--- config.mk ---
export PLATFORM = sky130hd
export DESIGN_NAME = lp_dma_burst
export DESIGN_NICKNAME = d
export VERILOG_FILES = /design/src/rtl/lp_dma_burst.sv
export SDC_FILE = /design/constraint.sdc
export NUM_CORES = 1
export LEC_CHECK = 0
export CAP_MARGIN = 10
export CORE_MARGIN = 5
export CORE_UTILIZATION = 43
export CTS_CLUSTER_DIAMETER = 100
export CTS_CLUSTER_SIZE = 14
export DETAILED_ROUTE_END_ITERATION = 16
export PLACE_DENSITY = 0.65
export SYNTH_ARGS = -nofsm -noshare
export SYNTH_HDL_FRONTEND = slang
export SYNTH_SLANG_ARGS = --single-unit
--- constraint.sdc ---
create_clock -name clk -period 3.38 [get_ports clk]
set_input_delay 0.676 -clock clk [delete_from_list [all_inputs] [get_ports clk]]
set_output_delay 0.676 -clock clk [all_outputs]
set_load 0.01 [all_outputs]
--- src/rtl/lp_dma_burst.sv ---
// Bus-read prefetch engine: fetches words on request/ack into a small FIFO drained by the consumer.
// Define LP_DMA_TEST_EN to enable the ack-suppression and forced-parity test hooks.
module lp_dma_burst #(
    parameter int DATA_WIDTH = 36,
    parameter int FIFO_DEPTH = 4,
    parameter int TMO_WIDTH  = 9,
    parameter int TMO_VAL    = 255
) (
    input  logic                          clk,
    input  logic                          rst,
    output logic                          devREQO,
    input  logic                          devACKI,
    input  logic [DATA_WIDTH-1:0]         devDATAI,
    input  logic                          lpDONE,
    input  logic                          lpERR,
    input  logic                          lpCMDGO,
    input  logic                          lpCMDSTOP,
    input  logic                          lpTESTMSYN,
    input  logic                          lpTESTMPE,
    input  logic                          popREQ,
    output logic [DATA_WIDTH-1:0]         popDATA,
    output logic                          popVALID,
    output logic [$clog2(FIFO_DEPTH):0]   fifoCOUNT,
    output logic                          lpGO,
    output logic                          lpINCR,
    output logic                          lpSETMSYN,
    output logic                          lpSETMPE
);

    localparam int AW = $clog2(FIFO_DEPTH);
    localparam int CW = AW + 1;

    typedef enum logic [3:0] {
        S_IDLE, S_WAIT, S_FETCH, S_READ, S_NEXT, S_CHECK, S_DRAIN, S_ACKFAIL, S_DONE
    } state_t;

    state_t                 r_state, w_next;
    logic                   r_req, r_go, r_incr, r_msyn;
    logic                   w_req_nxt, w_go_nxt, w_incr_nxt, w_msyn_nxt;
    logic [TMO_WIDTH-1:0]   r_timer, w_timer_nxt;
    logic                   w_push, w_pop, w_flush, w_ack, w_tst_msyn;

    logic [DATA_WIDTH-1:0]  r_mem [FIFO_DEPTH];
    logic [AW-1:0]          r_wptr, r_rptr;
    logic [CW-1:0]          r_count;

`ifdef LP_DMA_TEST_EN
    assign w_tst_msyn = lpTESTMSYN;
    assign lpSETMPE   = (r_state == S_READ) & lpTESTMPE;
`else
    logic w_unused_tst;
    assign w_unused_tst = lpTESTMSYN ^ lpTESTMPE;
    assign w_tst_msyn   = 1'b0;
    assign lpSETMPE     = 1'b0;
`endif

    assign w_ack = devACKI & ~w_tst_msyn;

    always_comb begin
        w_next      = r_state;
        w_req_nxt   = r_req;
        w_go_nxt    = r_go;
        w_incr_nxt  = 1'b0;
        w_msyn_nxt  = 1'b0;
        w_timer_nxt = r_timer;
        w_push      = 1'b0;
        w_flush     = 1'b0;
        case (r_state)
            S_IDLE: begin
                if (lpCMDGO && !lpERR) begin
                    w_go_nxt = 1'b1;
                    w_flush  = 1'b1;
                    w_next   = S_WAIT;
                end
            end
            S_WAIT: begin
                if (!lpCMDGO) w_next = S_FETCH;
            end
            S_FETCH: begin
                if (r_count < CW'(FIFO_DEPTH)) begin
                    w_req_nxt   = 1'b1;
                    w_timer_nxt = TMO_WIDTH'(TMO_VAL);
                    w_next      = S_READ;
                end
            end
            S_READ: begin
                if (w_ack) begin
                    w_push     = 1'b1;
                    w_incr_nxt = 1'b1;
                    w_req_nxt  = 1'b0;
                    w_next     = S_NEXT;
                end else if (r_timer == '0) begin
                    w_req_nxt = 1'b0;
                    w_next    = S_ACKFAIL;
                end else begin
                    w_timer_nxt = r_timer - TMO_WIDTH'(1);
                end
            end
            S_NEXT:  w_next = S_CHECK;
            S_CHECK: w_next = lpDONE ? S_DRAIN : S_FETCH;
            S_DRAIN: begin
                if (r_count == '0) w_next = S_DONE;
            end
            S_ACKFAIL: begin
                w_msyn_nxt = 1'b1;
                w_next     = S_DONE;
            end
            S_DONE: begin
                w_go_nxt = 1'b0;
                w_next   = S_IDLE;
            end
            default: w_next = S_IDLE;
        endcase
        // Stop wins over everything, including a push landing the same cycle.
        if (lpCMDSTOP) begin
            w_next     = S_IDLE;
            w_go_nxt   = 1'b0;
            w_req_nxt  = 1'b0;
            w_incr_nxt = 1'b0;
            w_msyn_nxt = 1'b0;
            w_push     = 1'b0;
            w_flush    = 1'b1;
        end
    end

    assign w_pop = popREQ & (r_count != '0) & ~w_flush;

    always_ff @(posedge clk) begin
        if (rst) begin
            r_state <= S_IDLE;
            r_req   <= 1'b0;
            r_go    <= 1'b0;
            r_incr  <= 1'b0;
            r_msyn  <= 1'b0;
            r_timer <= TMO_WIDTH'(TMO_VAL);
        end else begin
            r_state <= w_next;
            r_req   <= w_req_nxt;
            r_go    <= w_go_nxt;
            r_incr  <= w_incr_nxt;
            r_msyn  <= w_msyn_nxt;
            r_timer <= w_timer_nxt;
        end
    end

    // Power-of-two depth lets the pointers wrap by natural overflow.
    always_ff @(posedge clk) begin
        if (rst || w_flush) begin
            r_wptr  <= '0;
            r_rptr  <= '0;
            r_count <= '0;
        end else begin
            if (w_push) r_wptr <= r_wptr + AW'(1);
            if (w_pop)  r_rptr <= r_rptr + AW'(1);
            if (w_push && !w_pop)      r_count <= r_count + CW'(1);
            else if (w_pop && !w_push) r_count <= r_count - CW'(1);
        end
    end

    always_ff @(posedge clk) begin
        if (w_push) r_mem[r_wptr] <= devDATAI;
    end

    assign devREQO   = r_req;
    assign lpGO      = r_go;
    assign lpINCR    = r_incr;
    assign lpSETMSYN = r_msyn;
    assign popDATA   = r_mem[r_rptr];
    assign popVALID  = (r_count != '0);
    assign fifoCOUNT = r_count;

endmodule

After elaboration in Yosys (flattened, before gate mapping)
Memories as Yosys holds them, arrays and structs flattened. A register that Yosys moved wholly into a read port is not among the register bits.
Index checks and enable logic that the tools add are counted.
{ "word_totals": {"reg_bits": 24, "ram_bits": 144, "in_bits": 46, "out_inout_bits": 45, "word_cells": 84, "n_memories": 1} }
{ "op_classes": {"n_addsub": 5, "magnitude_cmp": 1, "n_eq_ne": 15, "n_mux": 31, "bitwise": 3, "reduce_logical": 19} }
{ "mem_list": {"columns": ["name", "depth", "word_bits", "read_ports", "rd_clocked_by_memory_dff", "write_ports", "line", "text"], "rows": [
  ["r_mem", 4, 36, 1, 1, 1, "43", "logic [DATA_WIDTH-1:0] r_mem [FIFO_DEPTH];"]
]} }
{ "op_table": {"columns": ["operator", "n"], "rows": [
  ["$pmux 4 s8", 1],
  ["$mux 9", 3],
  ["$mux 4", 6],
  ["$pmux 9 s2", 1],
  ["$eq 4x3->1 const B", 4],
  ["$mux 1", 13],
  ["$ne 2x2->1 const B", 6],
  ["$logic_not 9->1", 1],
  ["$mux 3", 3],
  ["$sub 9x1->9 const B", 1],
  ["$eq 4x2->1 const B", 2],
  ["$reduce_bool 2->1", 3],
  ["$reduce_and 5->1", 1],
  ["$add 2x1->2 const B", 2],
  ["$eq 4x1->1 const B", 1],
  ["$eq 4x4->1 const B", 1],
  ["$logic_not 4->1", 1],
  ["$mux 2", 2],
  ["$pmux 1 s2", 2],
  ["$reduce_and 4->1", 1],
  ["$add 3x1->3 const B", 1],
  ["$logic_and 1x1->1", 3],
  ["$logic_not 1->1", 3],
  ["$logic_not 3->1", 1],
  ["other kinds (10)", 11]
]} }

Longest topological paths before layout
{ "logic_depth": {"ltp_word": 10, "mapped_depth": 11} }

Worst setup path after synthesis
No wires, ideal clock.
{ "synth_timing": {"path_type": "flip-flop to flip-flop", "startpoint": "reg r_state[1]", "endpoint": "mem r_mem[0][0] (enable)", "setup_ps": 397, "arrival_ps": 2007, "slack_ps": 977, "stages_incl_launch_ff": 6, "n_path_buf": 2, "cell_sequence": "dfxtp_1 buf_2 nand4bb_1 buf_2 nor3b_4 and2_1"} }
{ "synth_between": {"elab_chain_len": 5} }
{ "synth_lines": {"columns": ["element", "line", "text"], "rows": [
  ["start, declared", "37", "state_t r_state, w_next;"],
  ["start signal, assigned", "137", "r_state <= w_next;"],
  ["$eq 4x2->1", "68", "case (r_state)"],
  ["$mux 1", "68", null],
  ["$mux 1", null, null],
  ["$mux 1", "161", "if (w_push) r_mem[r_wptr] <= devDATAI;"],
  ["$mux 1 (implied by the code)", "161", null],
  ["end, declared", "43", null]
]} }
No other way between the ends.

==> impl_metrics.json <==
{
  "drt-pass1-iter-count": 4,
  "synth_area_per_cell_um2": 19.17,
  "synthSimpleGateAreaFrac": 0.06112,
  "synth_edf_count": 144,
  "async_flop_share": 0,
  "hp-start": "lpGO$_SDFFE_PP0P_",
  "critPathCaptureType": "output pin",
  "synth.net_count": 398,
  "grt_pass1_wl_um": 19940,
  "num_vias": 3505,
  "setup_viol": 0,
  "grt_pass1_vias": 3711,
  "place_area_um2": 7766,
  "finClkSkew_ns": 0.005685,
  "synth_top_family_by_area": "multiplexers",
  "wl_per_cell_um": 19.20,
  "fin_crit_sh": 0.8594,
  "worst-path-max-fanout": 21,
  "dpl.hpwl_um": 7916,
  "crit_path_start_kind": "register",
  "fin_crit_ns": 2.905,
  "crit_required_ns": 2.70,
  "ctsLongestPathBuffers": 2,
  "dieArea_um2": 17960,
  "fp.dieW_um": 134.0,
  "synth_compound_area_frac": 0.03784,
  "whs_path_depth": 2,
  "ios": 91,
  "crit_type": "register to output pin",
  "numPortBuffers": 87,
  "antenna_left": 0,
  "critical-path-max-stage-delay_ns": 0.57,
  "row_count": 45,
  "p_leak_nw": 2.699,
  "final_core_util": 0.5489,
  "synth_top_cells_by_area": "edfxtp_1, mux4_2, dfxtp_1, ha_1, nor2_1",
  "fmax_mhz": 344.2,
  "drv_cap": 0,
  "grt_max_degree": 33,
  "crit_slowest_cell": "mux4_2",
  "synth_flop_cell": "edfxtp_1",
  "slew_headroom": 0.5665,
  "synthXorXnorAreaFrac": 0.007947,
  "cts_tree": "built",
  "cts-buffers-inserted": 17,
  "track_usage": 0.1478,
  "cts-hold-fix-buffers": 0,
  "setup_tns_ns": 0,
  "fp.dieH_um": 134.0,
  "antenna_found_initial": 0,
  "synth_top_area_share": 0.6539,
  "outcome": "complete, no violations",
  "muxShareOfSynthArea": 0.1279,
  "r2r_start": "r_state[2]$_SDFFE_PP0P_",
  "yosys_warnings": 0,
  "post_cts_resized": 0,
  "total_power_mw": 4.179,
  "path_delay_family": "buffers and inverters",
  "clk_pin_slew_worst_paths_ns": 0.06,
  "drt-initial-drc-count": 201,
  "drcViolationCount": 0,
  "clockRootBuffer": "clkbuf_16",
  "synthesis.area_um2": 6613,
  "syn-instance-count": 345,
  "hp-class": "register to register",
  "path_buf_inv": 2,
  "start_util": 0.4366,
  "postCtsSetupBuffers": 0,
  "clk_latency_ns": 0.42,
  "core_area_um2": 15150,
  "avgViaCountPerCell": 5.401,
  "p_per_area_nw_per_um2": 502.7,
  "fin_area_um2": 8314,
  "fin_nets": 501,
  "slew_violations": 0,
  "cts_num_sinks": 170,
  "place_congestion": 0.8179,
  "synth-seq-cells": 170,
  "final-hold-violation-count": 0,
  "htree_levels": 4,
  "drive_above_1_share": 0.2017,
  "insertedDiodeCount": 0,
  "r2r_end": "fifoCOUNT[2]$_SDFFE_PP0P_",
  "holdPathEnd": "lpGO$_SDFFE_PP0P_",
  "r2r_slack_ns": 1.02,
  "totalWireLength_um": 12460,
  "ys_seq_area_frac": 0.7326,
  "r2r_cells": 10,
  "rsz0062_at_grt": "false",
  "grt_overflow": 0,
  "synthAdderAreaFrac": 0.01438,
  "path_cells": "buf_4 > mux4_2 > clkdlybuf4s50_1",
  "peakVddDrop_v": 0.0003241,
  "area_growth_syn_to_layout_pct": 25.73,
  "yosysTopAreaCell": "edfxtp_1",
  "cp.arrival_ns": 2.23,
  "synthDistinctLibCells": 57,
  "worst_pin_slew_ns": 0.6483
}
==> worst reg2reg max path: cells and delay by family (launching register included) <==
kind,cells,cell delay [ns]
AND/OR/NAND/NOR,3,0.64
adder cells (fa/ha/maj),2,0.54
XOR/XNOR,2,0.30
flip-flops,1,0.43
buffers and inverters,2,0.14
AO/OA/AOI/OAI,1,0.18
==> flip-flops by register name, indices dropped and copies added, names as in the netlist, named ones only <==
signal	flops
r_mem	144
r_timer	9
r_state	4
fifoCOUNT	3
r_rptr	2
r_wptr	2
devREQO	1
lpGO	1
lpINCR	1
lpSETMSYN	1
==> power by group <==
part / switching, mW / total, mW / internal [mW]
logic: 0.0435 / 0.102 / 0.0585
clock network: 0.788 / 1.80 / 1.01
registers: 0.00527 / 2.28 / 2.27
total: 0.837 / 4.18 / 3.34
==> area by class of cell <==
cell class,instances,area (um2)
clock buffers,17,425.4
clock inverters,15,122.6
fillers,1180,6832
inverters,11,41.29
multi-input cells,149,1657
flip-flops and latches,170,4847
well taps,188,235.2
repair buffers,99,985.9
==> cell families (layout without fill, tap and decap cells) <==
family                     count (synthesis)  in the layout
DFF                                      170            170
and+or+nand+nor                           64             64
muxes                                     39             39
AOI/OAI and AO/OA                         32             32
buffers and inverters                     26            142
adders and majority gates                  7              7
xor gates and xnor gates                   6              6
other                                      1              1
==> through the flow <==
step,worst slack (ns),hold WS (ns),cells
global placement,0.4907,0.4769,617
detailed placement,0.4636,0.4702,617
floorplan,0.9767,0.4740,345
global route,0.3574,0.5203,649
finish,0.4751,0.4846,649
CTS,0.4053,0.4910,649
==> cell usage in the layout, fill, tap and decap left out, types with 3 or more instances in the layout <==
| cell type | instances |
|---|---|
| edfxtp_1 | 144 |
| clkdlybuf4s50_1 | 87 |
| mux4_2 | 36 |
| dfxtp_1 | 24 |
| nor2_1 | 19 |
| clkbuf_16 | 17 |
| inv_1 | 11 |
| buf_4 | 10 |
| nor3_1 | 6 |
| ha_1 | 6 |
| nor4_1 | 5 |
| clkinv_2 | 5 |
| and2_2 | 4 |
| nor2b_1 | 4 |
| nand2_1 | 4 |
| a21oi_1 | 4 |
| xnor2_1 | 4 |
| inv_6 | 4 |
| a31oi_1 | 3 |
| o21a_1 | 3 |
| nand3_1 | 3 |
==> layer usage <==
metal / track usage / share of wire
met1: 0.1855 / 0.43
met2: 0.2420 / 0.50
met3: 0.04314 / 0.047
met4: 0.06165 / 0.022
met5: 0 / 0
==> worst max path at each step <==
stage                                 to  cells past startpoint                    start
3_5_place_dp   fifoCOUNT[2]$_SDFFE_PP0P_                     11                  lpCMDGO
4_1_cts                       popDATA[4]                      3                 register
6_report                      popDATA[4]                      3                 register
2_1_floorplan      r_mem[0][0]$_DFFE_PP_                      5  r_state[1]$_SDFFE_PP0P_
5_1_grt                       popDATA[4]                      3                 register
3_3_place_gp   fifoCOUNT[2]$_SDFFE_PP0P_                     11                  lpCMDGO
==> synth_stat cells, types with 5 or more instances <==
library cell,number
edfxtp_1,144
mux4_2,36
dfxtp_1,26
nor2_1,19
inv_1,11
and2_1,6
buf_2,6
clkbuf_1,6
ha_1,6
nor3_1,6
nor4_1,5
No activity file was read; power rests on OpenSTA's default activity.
